$ cat src/rtl/jtframe_dwnld_pack.sv
// jtframe_dwnld_pack
// ------------------
// ROM download packer. Bytes from the ioctl stream are queued with their
// address in a small FIFO and then written to the SDRAM programming port one
// byte lane at a time, using a prog_we / prog_ack handshake. dwnld_busy
// covers the download itself, the draining of queued bytes and a settling
// tail of TAIL cycles after the last write.
//
// Optional feature (macro JTFRAME_DWNLD_HEADER_EN): the first HEADER strobes
// of each download are consumed without being written, and later bytes are
// written at ioctl_addr - HEADER. Leave the macro undefined for raw addressing.
//
// Parameters
//   ADDRW   ioctl byte-address width
//   DEPTH   FIFO entries (power of two, >= 2)
//   TAIL    cycles dwnld_busy stays high after draining (>= 1)
//   HEADER  bytes skipped per download (header build only)
//
// Ports
//   clk          system clock, rising edge
//   rst_n        synchronous active-low reset
//   downloading  high while a ROM download is in progress
//   ioctl_addr   byte address of ioctl_data
//   ioctl_data   download byte
//   ioctl_wr     one-cycle byte strobe
//   prog_addr    SDRAM word address
//   prog_data    byte to write
//   prog_mask    active-low byte enables (2'b10 lower lane, 2'b01 upper lane)
//   prog_we      write request, held until prog_ack
//   prog_ack     SDRAM controller accepted the request
//   dwnld_busy   download or trailing writes in progress
//   overflow     sticky: a byte was dropped on a full FIFO

module jtframe_dwnld_pack #(
  parameter int ADDRW  = 22,
  parameter int DEPTH  = 4,
  parameter int TAIL   = 16,
  parameter int HEADER = 64
) (
  input  logic             clk,
  input  logic             rst_n,
  input  logic             downloading,
  input  logic [ADDRW-1:0] ioctl_addr,
  input  logic [7:0]       ioctl_data,
  input  logic             ioctl_wr,
  output logic [ADDRW-1:0] prog_addr,
  output logic [7:0]       prog_data,
  output logic [1:0]       prog_mask,
  output logic             prog_we,
  input  logic             prog_ack,
  output logic             dwnld_busy,
  output logic             overflow
);

  localparam int PW = $clog2(DEPTH);
  localparam int CW = PW + 1;
  localparam int TW = (TAIL > 1) ? $clog2(TAIL) : 1;

  typedef enum logic [1:0] {
    ST_IDLE  = 2'd0,
    ST_LOAD  = 2'd1,
    ST_DRAIN = 2'd2,
    ST_TAIL  = 2'd3
  } state_t;

  state_t           state;
  logic [TW-1:0]    tail_cnt;

  logic [ADDRW+7:0] mem [DEPTH];
  logic [PW-1:0]    wr_ptr, rd_ptr;
  logic [CW-1:0]    count;
  logic [ADDRW+7:0] rd_entry;
  logic [ADDRW-1:0] rd_addr;

  logic             dl_q;
  logic             dl_rise;
  logic             strobe;
  logic             accept;
  logic [ADDRW-1:0] push_addr;
  logic             push, pop, drop;

  assign dl_rise  = downloading & ~dl_q;
  assign strobe   = ioctl_wr & downloading;
  assign rd_entry = mem[rd_ptr];
  assign rd_addr  = rd_entry[ADDRW+7:8];

`ifdef JTFRAME_DWNLD_HEADER_EN
  localparam int HW = (HEADER > 0) ? $clog2(HEADER + 1) : 1;

  logic [HW-1:0] hdr_cnt;
  logic [HW-1:0] hdr_base;
  logic          in_header;

  // The counter restarts on the rising edge of downloading; a strobe on that
  // same edge is already the first byte of the new download.
  assign hdr_base  = dl_rise ? '0 : hdr_cnt;
  assign in_header = hdr_base < HW'(HEADER);
  assign accept    = strobe & ~in_header;
  assign push_addr = ioctl_addr - ADDRW'(HEADER);

  always_ff @(posedge clk) begin
    if (!rst_n) begin
      hdr_cnt <= '0;
    end else if (strobe && in_header) begin
      hdr_cnt <= hdr_base + HW'(1);
    end else begin
      hdr_cnt <= hdr_base;
    end
  end
`else
  assign accept    = strobe;
  assign push_addr = ioctl_addr;
`endif

  // A push into a full FIFO is still accepted when a pop frees a slot on the
  // same edge; only a push with no room at all is dropped.
  always_comb begin
    // NOTE: every output of this block gets a default first, so no path can
    // leave one unassigned and infer a latch.
    pop  = 1'b0;
    push = 1'b0;
    drop = 1'b0;
    if (count != '0 && !prog_we) pop = 1'b1;
    if (accept) begin
      if (count != CW'(DEPTH) || pop) push = 1'b1;
      else                            drop = 1'b1;
    end
  end

  // NOTE: the FIFO storage has no reset; the pointers and count are reset, so
  // stale entries are never read and the array can map onto plain RAM.
  always_ff @(posedge clk) begin
    if (push) mem[wr_ptr] <= {push_addr, ioctl_data};
  end

  always_ff @(posedge clk) begin
    // NOTE: sequential state uses non-blocking assignments only, so every
    // read in this block sees the value from before the edge.
    if (!rst_n) begin
      dl_q      <= 1'b0;
      wr_ptr    <= '0;
      rd_ptr    <= '0;
      count     <= '0;
      overflow  <= 1'b0;
      prog_we   <= 1'b0;
      prog_addr <= '0;
      prog_data <= '0;
      prog_mask <= 2'b11;
    end else begin
      dl_q <= downloading;

      if (push) wr_ptr <= wr_ptr + PW'(1);
      if (pop)  rd_ptr <= rd_ptr + PW'(1);
      case ({push, pop})
        2'b10:   count <= count + CW'(1);
        2'b01:   count <= count - CW'(1);
        default: count <= count;
      endcase

      if (dl_rise) overflow <= 1'b0;
      if (drop)    overflow <= 1'b1;

      // Pop only while no request is pending, which also guarantees one idle
      // cycle between consecutive requests.
      if (pop) begin
        prog_we   <= 1'b1;
        prog_addr <= {1'b0, rd_addr[ADDRW-1:1]};
        prog_data <= rd_entry[7:0];
        prog_mask <= rd_addr[0] ? 2'b01 : 2'b10;
      end else if (prog_we && prog_ack) begin
        prog_we   <= 1'b0;
        prog_mask <= 2'b11;
      end
    end
  end

  // Busy sequencer. dwnld_busy is updated together with the state so it is a
  // registered copy of (state != ST_IDLE).
  always_ff @(posedge clk) begin
    if (!rst_n) begin
      state      <= ST_IDLE;
      tail_cnt   <= '0;
      dwnld_busy <= 1'b0;
    end else if (downloading) begin
      state      <= ST_LOAD;
      dwnld_busy <= 1'b1;
    end else begin
      case (state)
        ST_IDLE: dwnld_busy <= 1'b0;
        ST_LOAD: state <= ST_DRAIN;
        ST_DRAIN: begin
          if (count == '0 && !prog_we) begin
            state    <= ST_TAIL;
            tail_cnt <= TW'(TAIL - 1);
          end
        end
        ST_TAIL: begin
          if (tail_cnt == '0) begin
            state      <= ST_IDLE;
            dwnld_busy <= 1'b0;
          end else begin
            tail_cnt <= tail_cnt - TW'(1);
          end
        end
        default: state <= ST_IDLE;
      endcase
    end
  end

endmodule

$ cat config.mk
export PLATFORM = sky130hd
export DESIGN_NAME = jtframe_dwnld_pack
export DESIGN_NICKNAME = d
export VERILOG_FILES = /design/src/rtl/jtframe_dwnld_pack.sv
export SDC_FILE = /design/constraint.sdc
export NUM_CORES = 1
export LEC_CHECK = 0
export ABC_AREA = 1
export BUFFER_PORTS_ARGS = -buffer_cell sky130_fd_sc_hd__buf_2
export CORE_MARGIN = 2
export CORE_UTILIZATION = 52
export DETAILED_ROUTE_END_ITERATION = 12
export HOLD_SLACK_MARGIN = 0.03
export PLACE_DENSITY = 0.72
export SETUP_SLACK_MARGIN = 0.02
export SLEW_MARGIN = 25
export SYNTH_ARGS = -nofsm -noshare
export SYNTH_HDL_FRONTEND = slang
export SYNTH_SLANG_ARGS = --single-unit
export TNS_END_PERCENT = 10
$ cat constraint.sdc
create_clock -name clk -period 4.4 [get_ports clk]
set_input_delay 0.88 -clock clk [delete_from_list [all_inputs] [get_ports clk]]
set_output_delay 0.88 -clock clk [all_outputs]
set_load 0.1 [all_outputs]
======== After elaboration in Yosys (flattened, before gate mapping) ========
Memories as Yosys holds them, arrays and structs flattened. A register that Yosys moved wholly into a read port is not among the register bits.
Index checks and enable logic that the tools add are counted.
cells by class
  $add $sub $neg .......................... 5
  equal/unequal tests ..................... 11
  multiplexer cells ....................... 27
  bitwise logic cells ..................... 5
  reductions and logical operators ........ 21
operator list
  operator                                           count
  two-way mux 1 bit                                  14
  two-way mux 2 bit                                  7
  inequality test 3 bit (second input constant)      3
  nonzero test 3 bit                                 3
  two-way mux 4 bit                                  2
  case mux 4 bit (2 select lines)                    1
  nonzero test 2 bit                                 4
  == test 2 bit (second input constant)              3
  inequality test 2 bit (second input constant)      3
  case mux 2 bit (3 select lines)                    1
  case mux 3 bit (2 select lines)                    1
  AND reduction 3 bit                                2
  adder 2 x 1 -> 2 bit (second input constant)       2
  == test 2 x 1 -> 1 bit (second input constant)     2
  zero test 4 bit                                    1
  AND reduction 4 bit                                1
  nonzero test 4 bit                                 1
  subtractor 4 x 1 -> 4 bit (second input constant)  1
  adder 3 x 1 -> 3 bit (second input constant)       1
  logical AND 1 bit                                  3
  zero test 3 bit                                    1
  inverter 1 bit                                     3
  subtractor 3 x 1 -> 3 bit (second input constant)  1
  bitwise AND 1 bit                                  2
  6 further kinds                                    6
storage, ports and cells
  flip-flop bits (word level) ............. 48
  memory bits (writable) .................. 120
  output and inout bits ................... 35
  word-level logic and storage cells ...... 83
  memories kept ........................... 1
memory list
  memory  words  width  read ports  clocked after Yosys merged registers in  wr ports  RTL line  source
  mem     4      30     1           1                                        1         69        logic [ADDRW+7:0] mem [DEPTH];

======== Logic depth before layout (Yosys ltp) ========
Gate-level depths: netlist of the first run.
  word-level depth ........................ 8
  mapped depth ............................ 11
  gate-level depth less buffers ........... 11

======== Worst setup path before layout of the first run ========
Ideal clock, no wire load.
  path type ............................... input to register
  start point ............................. input port ioctl_wr
  end point ............................... memory mem[0][0] (netlist name), enable pin
  arrival ................................. 2500 ps
  data required time ...................... 3983 ps
  path slack .............................. 1483 ps
  cell stages on the path ................. 4
  buffers on the path ..................... 0
  cell sequence ........................... nand2_4 a21oi_4 inv_1 nor2_1
on the way
  word-level cells in the longest chain between the ends .. 4
ends and longest elaborated chain
  item                                     RTL line  source
  start, declared                          45        input logic ioctl_wr,
  bitwise AND 1 bit                        83        assign strobe = ioctl_wr & downloading;
  two-way mux 1 bit                        124       if (accept) begin
  two-way mux 1 bit                        133       if (push) mem[wr_ptr] <= {push_addr, ioctl_data};
  two-way mux 1 bit (not written as such)  133
  end, declared                            69
No other way between the ends.

======== Worst setup path in the final report of the first run ========
  start point ............................. input port downloading
  end point ............................... memory mem[1][1] (netlist name), enable pin
on the way
  word-level cells in the longest chain between the ends .. 4
ends and longest elaborated chain
  item                                     RTL line  source
  start, declared                          42        input logic downloading,
  bitwise AND 1 bit                        83
  two-way mux 1 bit                        124
  two-way mux 1 bit                        133
  two-way mux 1 bit (not written as such)  133
No other way between the ends.

==> results of run 1 <==
cell type report:
type,instances,area (µm²),area share (%)
flip-flops and latches,170,4610,60.8
multi-input cells,333,1670,22.0
clock buffers,22,454,6.00
repair buffers,69,348,4.59
well taps,168,210,2.77
clock inverters,9,171,2.26
inverters,30,118,1.55
worst max-delay path, stage by stage:
cell	delay (ns)
buf_2	0.16
nand2_4	0.10
a21oi_4	0.19
inv_1	0.21
nor2_4	0.81
power by group:
| group | leakage [nW] | internal (mW) | switching (mW) |
|---|---|---|---|
| Combinational | 1.04 | 0.364 | 1.43 |
| Clock | 0.303 | 1.01 | 0.557 |
| Sequential | 1.50 | 1.90 | 0.139 |
| Total | 2.85 | 3.28 | 2.13 |
placed cells by master (no fill, tap or decap), types with 2 or more instances in the layout:
master / count
or2_2: 2
edfxtp_1: 120
clkinv_1: 3
buf_2: 68
inv_2: 2
clkbuf_1: 4
a21oi_1: 13
dfxtp_1: 49
nand4_1: 6
ha_1: 5
nand3_1: 13
nand2_4: 2
nand2_8: 2
nor2_4: 5
bufinv_16: 5
clkbuf_16: 17
nand2_1: 25
o21ai_1: 30
a31oi_1: 29
inv_1: 26
nor2_1: 128
o21ai_0: 66
how the worst min path moves through the flow:
stage                            from                     end  slack [ns]  cells after the start
6_report       rd_ptr[1]$_SDFFE_PN0P_                    flop        0.47                      2
3_5_place_dp   rd_ptr[1]$_SDFFE_PN0P_                    flop        0.46                      2
2_1_floorplan  rd_ptr[1]$_SDFFE_PN0P_                    flop        0.44                      2
3_3_place_gp   rd_ptr[1]$_SDFFE_PN0P_  rd_ptr[1]$_SDFFE_PN0P_        0.45                      2
4_1_cts        rd_ptr[1]$_SDFFE_PN0P_                    flop        0.47                      2
5_1_grt        rd_ptr[0]$_SDFFE_PN0P_  rd_ptr[0]$_SDFFE_PN0P_        0.49                      1
cell usage after synthesis (all sizes together), types with 6 or more instances:
cell / instances / area (µm²)
nor2: 134 / 513
edfxtp: 120 / 3600
o21ai: 96 / 480
dfxtp: 50 / 1000
inv: 30 / 118
nand2: 30 / 163
a31oi: 29 / 181
buf: 19 / 125
a21oi: 14 / 81.3
nand3: 13 / 65.1
clkbuf: 12 / 45.0
nand4: 6 / 37.5
metrics by stage:
step / utilization (%) / setup slack (ns) / cell area [µm²] / cells
2_1_floorplan: - / 1.48 / 6530 / 564
3_3_place_gp: 57.4 / 1.72 / 6950 / 770
3_5_place_dp: 57.4 / 1.61 / 6950 / 770
4_1_cts: 62.5 / 1.92 / 7570 / 801
5_1_grt: 62.6 / 1.86 / 7580 / 801
6_report: 62.6 / 2.07 / 7580 / 801
metal layers:
| metal | up-vias | part of all wire (%) |
|---|---|---|
| li1 | 2090 | - |
| met1 | 1975 | 43 |
| met2 | 123 | 50 |
| met3 | 24 | 5.0 |
| met4 | 0 | 2.6 |
| met5 | - | 0 |
registers in the layout, indices dropped and copies added, names as in the netlist, named ones only:
signal,cells
count,3
dl_q,1
dwnld_busy,1
mem,120
overflow,1
prog_addr,21
prog_data,8
prog_mask,2
prog_we,1
rd_ptr,2
state,2
tail_cnt,4
wr_ptr,2
kinds of logic after synthesis:
kind of cell             after synthesis  synth area share (%)
AO/OA/AOI/OAI                        139                  11.4
adder cells (fa/ha/maj)                6                  1.26
buffers and inverters                 61                  4.41
flip-flops                           170                  70.5
other                                  1                0.0574
AND/OR/NAND/NOR                      187                  12.4
==> flow_metrics.env, run 1 <==
export IMPL_dr_pass1_iters=5
export IMPL_drv_cap=0
export IMPL_drv_slew=0
export IMPL_crit_arrival_ns=2.38
export IMPL_cts_resized=0
export IMPL_cts_setup_buffers=0
export IMPL_r2r_end="prog_addr[1]$_SDFFE_PN0P_"
export IMPL_place_congestion=0.760
export IMPL_tns_ns=0
export IMPL_grt_max_degree=64
export IMPL_syn_num_nets=605
export IMPL_reg2reg_depth=5
export IMPL_yosys_warnings=0
export IMPL_end_kind="flop"
export IMPL_synth_main_ff_cell="edfxtp_1"
export IMPL_drc=0
export IMPL_synthCells=564
export IMPL_grt_pass1_vias=4145
export IMPL_post_route_min_period_ns=2.33
export IMPL_required_ns=4.44
export IMPL_antennaDiodeCount=0
export IMPL_rsz0062_at_grt="false"
export IMPL_critPathKind="input port to flop"
export IMPL_gr_total_overflow=0
export IMPL_ant_nets=0
export IMPL_status="completed"
export IMPL_power_mw=5.40
export IMPL_startpoint_type="input port"
export IMPL_cts_buffer_depth=2
export IMPL_cts_buffers=17
export IMPL_routed_wl_um=12200
export IMPL_grt_usage_pct=19.5
export IMPL_path_clk_slew_ns=0.06
export IMPL_fillCellCount=924
export IMPL_ctsHoldBuffers=0
export IMPL_drt_iter0_markers=266
export IMPL_drt_wirelength_per_cell_um=15.2
export IMPL_grt_use_met1_pct=23.8
export IMPL_dieWidth_um=116
export IMPL_avgSynthCellArea_um2=11.6
export IMPL_synth_cell_types=30
export IMPL_num_rows=40
export IMPL_slew_headroom_pct=32.6
export IMPL_num_vias=4212
export IMPL_port_buffers=68
export IMPL_synth_seq_cells=170
export IMPL_ys_async_sr_fraction_pct=0
export IMPL_leakagePower_nw=2.85
export IMPL_root_buffer="clkbuf_16"
export IMPL_r2r_setup_slack_ns=2.11
export IMPL_synth_edf_count=120
export IMPL_htree_levels=4
export IMPL_cts_sinks=170
export IMPL_hold_ws_ns=0.473
export IMPL_worstPathMaxFanout=30
export IMPL_clk_latency_ns=0.42
export IMPL_met2_usage_pct=32.3
export IMPL_fmax_ghz=0.428
export IMPL_antenna_found_initial=0
export IMPL_core_area_um2=12100
export IMPL_vias_per_cell=5.26
export IMPL_met3_usage_pct=4.34
export IMPL_pwr_density_cell_nw_per_um2=713
export IMPL_busiest_layer="met2"
export IMPL_syn_to_final_growth_pct=16.0
export IMPL_synth_area_um2=6530
export IMPL_setup_violations=0
export IMPL_startpoint="downloading"
export IMPL_grt_pass1_wl_um=19500
export IMPL_seq_area_frac_synth_pct=70.5
export IMPL_drive_gt1_share_pct=17.9
export IMPL_io_pins=70
export IMPL_hpwl_um=7160
export IMPL_post_route_period_util_pct=53.1
export IMPL_cp_endpoint="mem[1][1]$_DFFE_PP_"
export IMPL_ir_drop_v=0.000365
export IMPL_die_area_um2=13500
export IMPL_cts_tree="built"
export IMPL_hold_violations=0
export IMPL_die_y_um=116
export IMPL_fin_nets=662
export IMPL_tightestPinTransition_ns=1.01
export IMPL_fin_worst_skew_ns=0.00906
export IMPL_start_util_pct=53.9
export IMPL_holdCritPathClass="flop to flop"
No activity file was read; power rests on OpenSTA's default activity.
==> run 2: changes to the inputs <==
- ABC_AREA: 1 -> 0
- clock period: 4.4 -> 2.3 ns (I/O delays scaled with it)
==> run 2 against run 1 <==
Sequential share of layout area rose by 0.56 points; non-clock buffer count is 18 higher; clock-buffer cell count did not move; worst hold slack got worse by 0.23 ns; via count shrank 17%; die area is 2.5% lower; synthesized area down 2.6%; final cell count shrank 20%; first-iteration DRC count is 24% lower; wire length is 8.1% lower; critical path type is now flop to flop; sequential cell count unchanged; critical endpoint is now count[2]$_SDFFE_PN0P_; largest power group is now combinational logic; register-to-register slack got worse by 1.9 ns.
==> flow_metrics.env, run 2 <==
export IMPL_drc=0
export IMPL_final_common_cell="edfxtp_1"
export IMPL_num_vias=3505
export IMPL_clk_latency_ns=0.42
export IMPL_dr_pass1_iters=6
export IMPL_synthTopCellsByArea="edfxtp_1 57%, dfxtp_1 16%, mux4_2 11%"
export IMPL_path_clk_slew_ns=0.06
export IMPL_drt_wirelength_per_cell_um=17.4
export IMPL_grt_pass1_wl_um=18000
export IMPL_top_register="mem"
export IMPL_grt_pass1_vias=3566
export IMPL_critPathKind="flop to flop"
export IMPL_tightestPinTransition_ns=0.610
export IMPL_dieWidth_um=115
export IMPL_drive_gt1_share_pct=32.0
export IMPL_root_buffer="clkbuf_16"
export IMPL_hold_violations=0
export IMPL_num_rows=40
export IMPL_ir_drop_v=0.000821
export IMPL_pwr_density_cell_nw_per_um2=1400
export IMPL_worstPathMaxFanout=6
export IMPL_ant_nets=0
export IMPL_synth_edf_count=120
export IMPL_largest_reg_flops=120
export IMPL_fmax_ghz=0.477
export IMPL_cts_setup_buffers=0
export IMPL_cts_resized=0
export IMPL_synth_area_um2=6360
export IMPL_status="completed"
export IMPL_antennaDiodeCount=0
export IMPL_avgSynthCellArea_um2=16.1
export IMPL_holdCritPathClass="input port to flop"
export IMPL_tns_ns=0
export IMPL_synthCells=395
export IMPL_startpoint_type="flop"
export IMPL_ys_async_sr_fraction_pct=0
export IMPL_rsz0062_at_grt="false"
export IMPL_dpl_cell_count=609
export IMPL_fillCellCount=872
export IMPL_yosys_warnings=0
export IMPL_cts_sinks=170
export IMPL_ctsHoldBuffers=0
export IMPL_place_congestion=0.764
export IMPL_required_ns=2.62
export IMPL_syn_num_nets=436
export IMPL_drv_cap=0
export IMPL_synth_top_area_cell="edfxtp_1"
export IMPL_gr_total_overflow=0
export IMPL_final_cell_mix="120 x edfxtp_1, 68 x nand2_1, 68 x buf_2"
export IMPL_place_area_um2=6960
export IMPL_htree_levels=4
export IMPL_die_area_um2=13100
export IMPL_fin_nets=522
export IMPL_grt_usage_pct=18.7
export IMPL_core_area_um2=12000
export IMPL_crit_arrival_ns=2.41
export IMPL_post_route_period_util_pct=91.1
export IMPL_end_kind="flop"
export IMPL_die_y_um=115
export IMPL_seq_area_frac_synth_pct=72.4
export IMPL_synth_top_cell_area_share_pct=56.7
export IMPL_fin_worst_skew_ns=0.00729
export IMPL_routed_wl_um=11200
export IMPL_syn_to_final_growth_pct=18.0
export IMPL_leakagePower_nw=2.67
export IMPL_synth_main_ff_cell="edfxtp_1"
export IMPL_setup_violations=0
export IMPL_hpwl_um=7210
export IMPL_start_util_pct=53.2
export IMPL_antenna_found_initial=0
export IMPL_stdcell_area_um2=7510
export IMPL_cts_buffers=17
export IMPL_cts_buffer_depth=2
export IMPL_slew_headroom_pct=59.3
export IMPL_port_buffers=68
export IMPL_synth_seq_cells=170
export IMPL_synth_common_cells="120 x edfxtp_1, 68 x nand2_1, 50 x dfxtp_1"
export IMPL_fin_cells=641
export IMPL_drv_slew=0
export IMPL_drt_iter0_markers=201
export IMPL_post_route_min_period_ns=2.10
export IMPL_cts_tree="built"
export IMPL_reg_largest_list="mem: 120 flops, prog_addr: 21 flops, prog_data: 8 flops"
export IMPL_io_pins=70
export IMPL_vias_per_cell=5.47
export IMPL_synth_cell_types=41
export IMPL_postLayoutCoreUtil_pct=62.8
export IMPL_grt_max_degree=22
export IMPL_yosysMostFrequentCell="edfxtp_1"
[run 2: changes by cell type in the layout (fill, tap and decap cells not counted), moves of 16 or more]
| cell | change |
|---|---|
| nor2_1 | -120 |
| o21ai_1 | -30 |
| inv_1 | -16 |
| a31oi_1 | -27 |
| nand2_1 | +43 |
| a21oi_1 | +21 |
| o21ai_0 | -64 |
| mux4_2 | +30 |
[run 2: worst max-delay path: stages (launching register included)]
cell and delay [ns]:
dfxtp_1 0.50, nor3_2 0.13, nor3_1 0.21, inv_1 0.09
fa_1 0.41, nand4b_1 0.23, o211ai_1 0.15, o41ai_1 0.11
o21a_1 0.17
[run 2: worst paths after layout]
path,from,end,slack (ns),cells after the start
worst max-delay path,count[2]$_SDFFE_PN0P_,count[2]$_SDFFE_PN0P_,0.20,8
worst min-delay path,prog_ack,prog_we$_SDFFE_PN0P_,0.25,2
worst max register to register,count[2]$_SDFFE_PN0P_,count[2]$_SDFFE_PN0P_,0.20,8
worst min register to register,prog_addr[12]$_SDFFE_PN0P_,prog_addr[12]$_SDFFE_PN0P_,0.45,2
[run 2: final cells by class]
cell class | count | area, µm² | area share, %
multi-input cells | 195 | 1610 | 21.4
well taps | 147 | 184 | 2.45
clock inverters | 10 | 96.3 | 1.28
inverters | 10 | 37.5 | 0.500
repair buffers | 87 | 520 | 6.93
clock buffers | 22 | 454 | 6.05
flip-flops and latches | 170 | 4610 | 61.4
[run 2: cell families after synthesis]
family / count (synthesis) / synth area share (%)
other: 1 / 0.0590
multiplexers: 32 / 10.9
flip-flops: 170 / 72.4
buffers and inverters: 30 / 2.46
XOR/XNOR: 4 / 0.551
AO/OA/AOI/OAI: 57 / 5.82
AND/OR/NAND/NOR: 95 / 6.47
adder cells (fa/ha/maj): 6 / 1.30
[run 2: power breakdown]
part,total [mW],switching [mW],internal [mW]
Combinational,3.97,3.04,0.936
Clock,2.61,1.09,1.52
Sequential,3.95,0.281,3.67
Total,10.5,4.41,6.12
[run 2: layer usage]
layer / vias to the layer above / wire length (µm) / global-route usage [%]
met5: - / 0 / 0
met4: 0 / 154 / 6.83
met1: 1762 / 4820 / 23.0
met2: 72 / 5740 / 31.4
li1: 1657 / - / -
met3: 14 / 461 / 5.51
[run 2: stage by stage]
stage          worst slack (ns)  power [mW]  hold slack [ns]
6_report                  0.204        10.5            0.247
5_1_grt                  0.0644        11.0            0.233
4_1_cts                   0.209        10.6            0.222
3_5_place_dp             0.0632        8.00            0.444
3_3_place_gp              0.187        7.94            0.430
2_1_floorplan             0.158        7.32            0.487
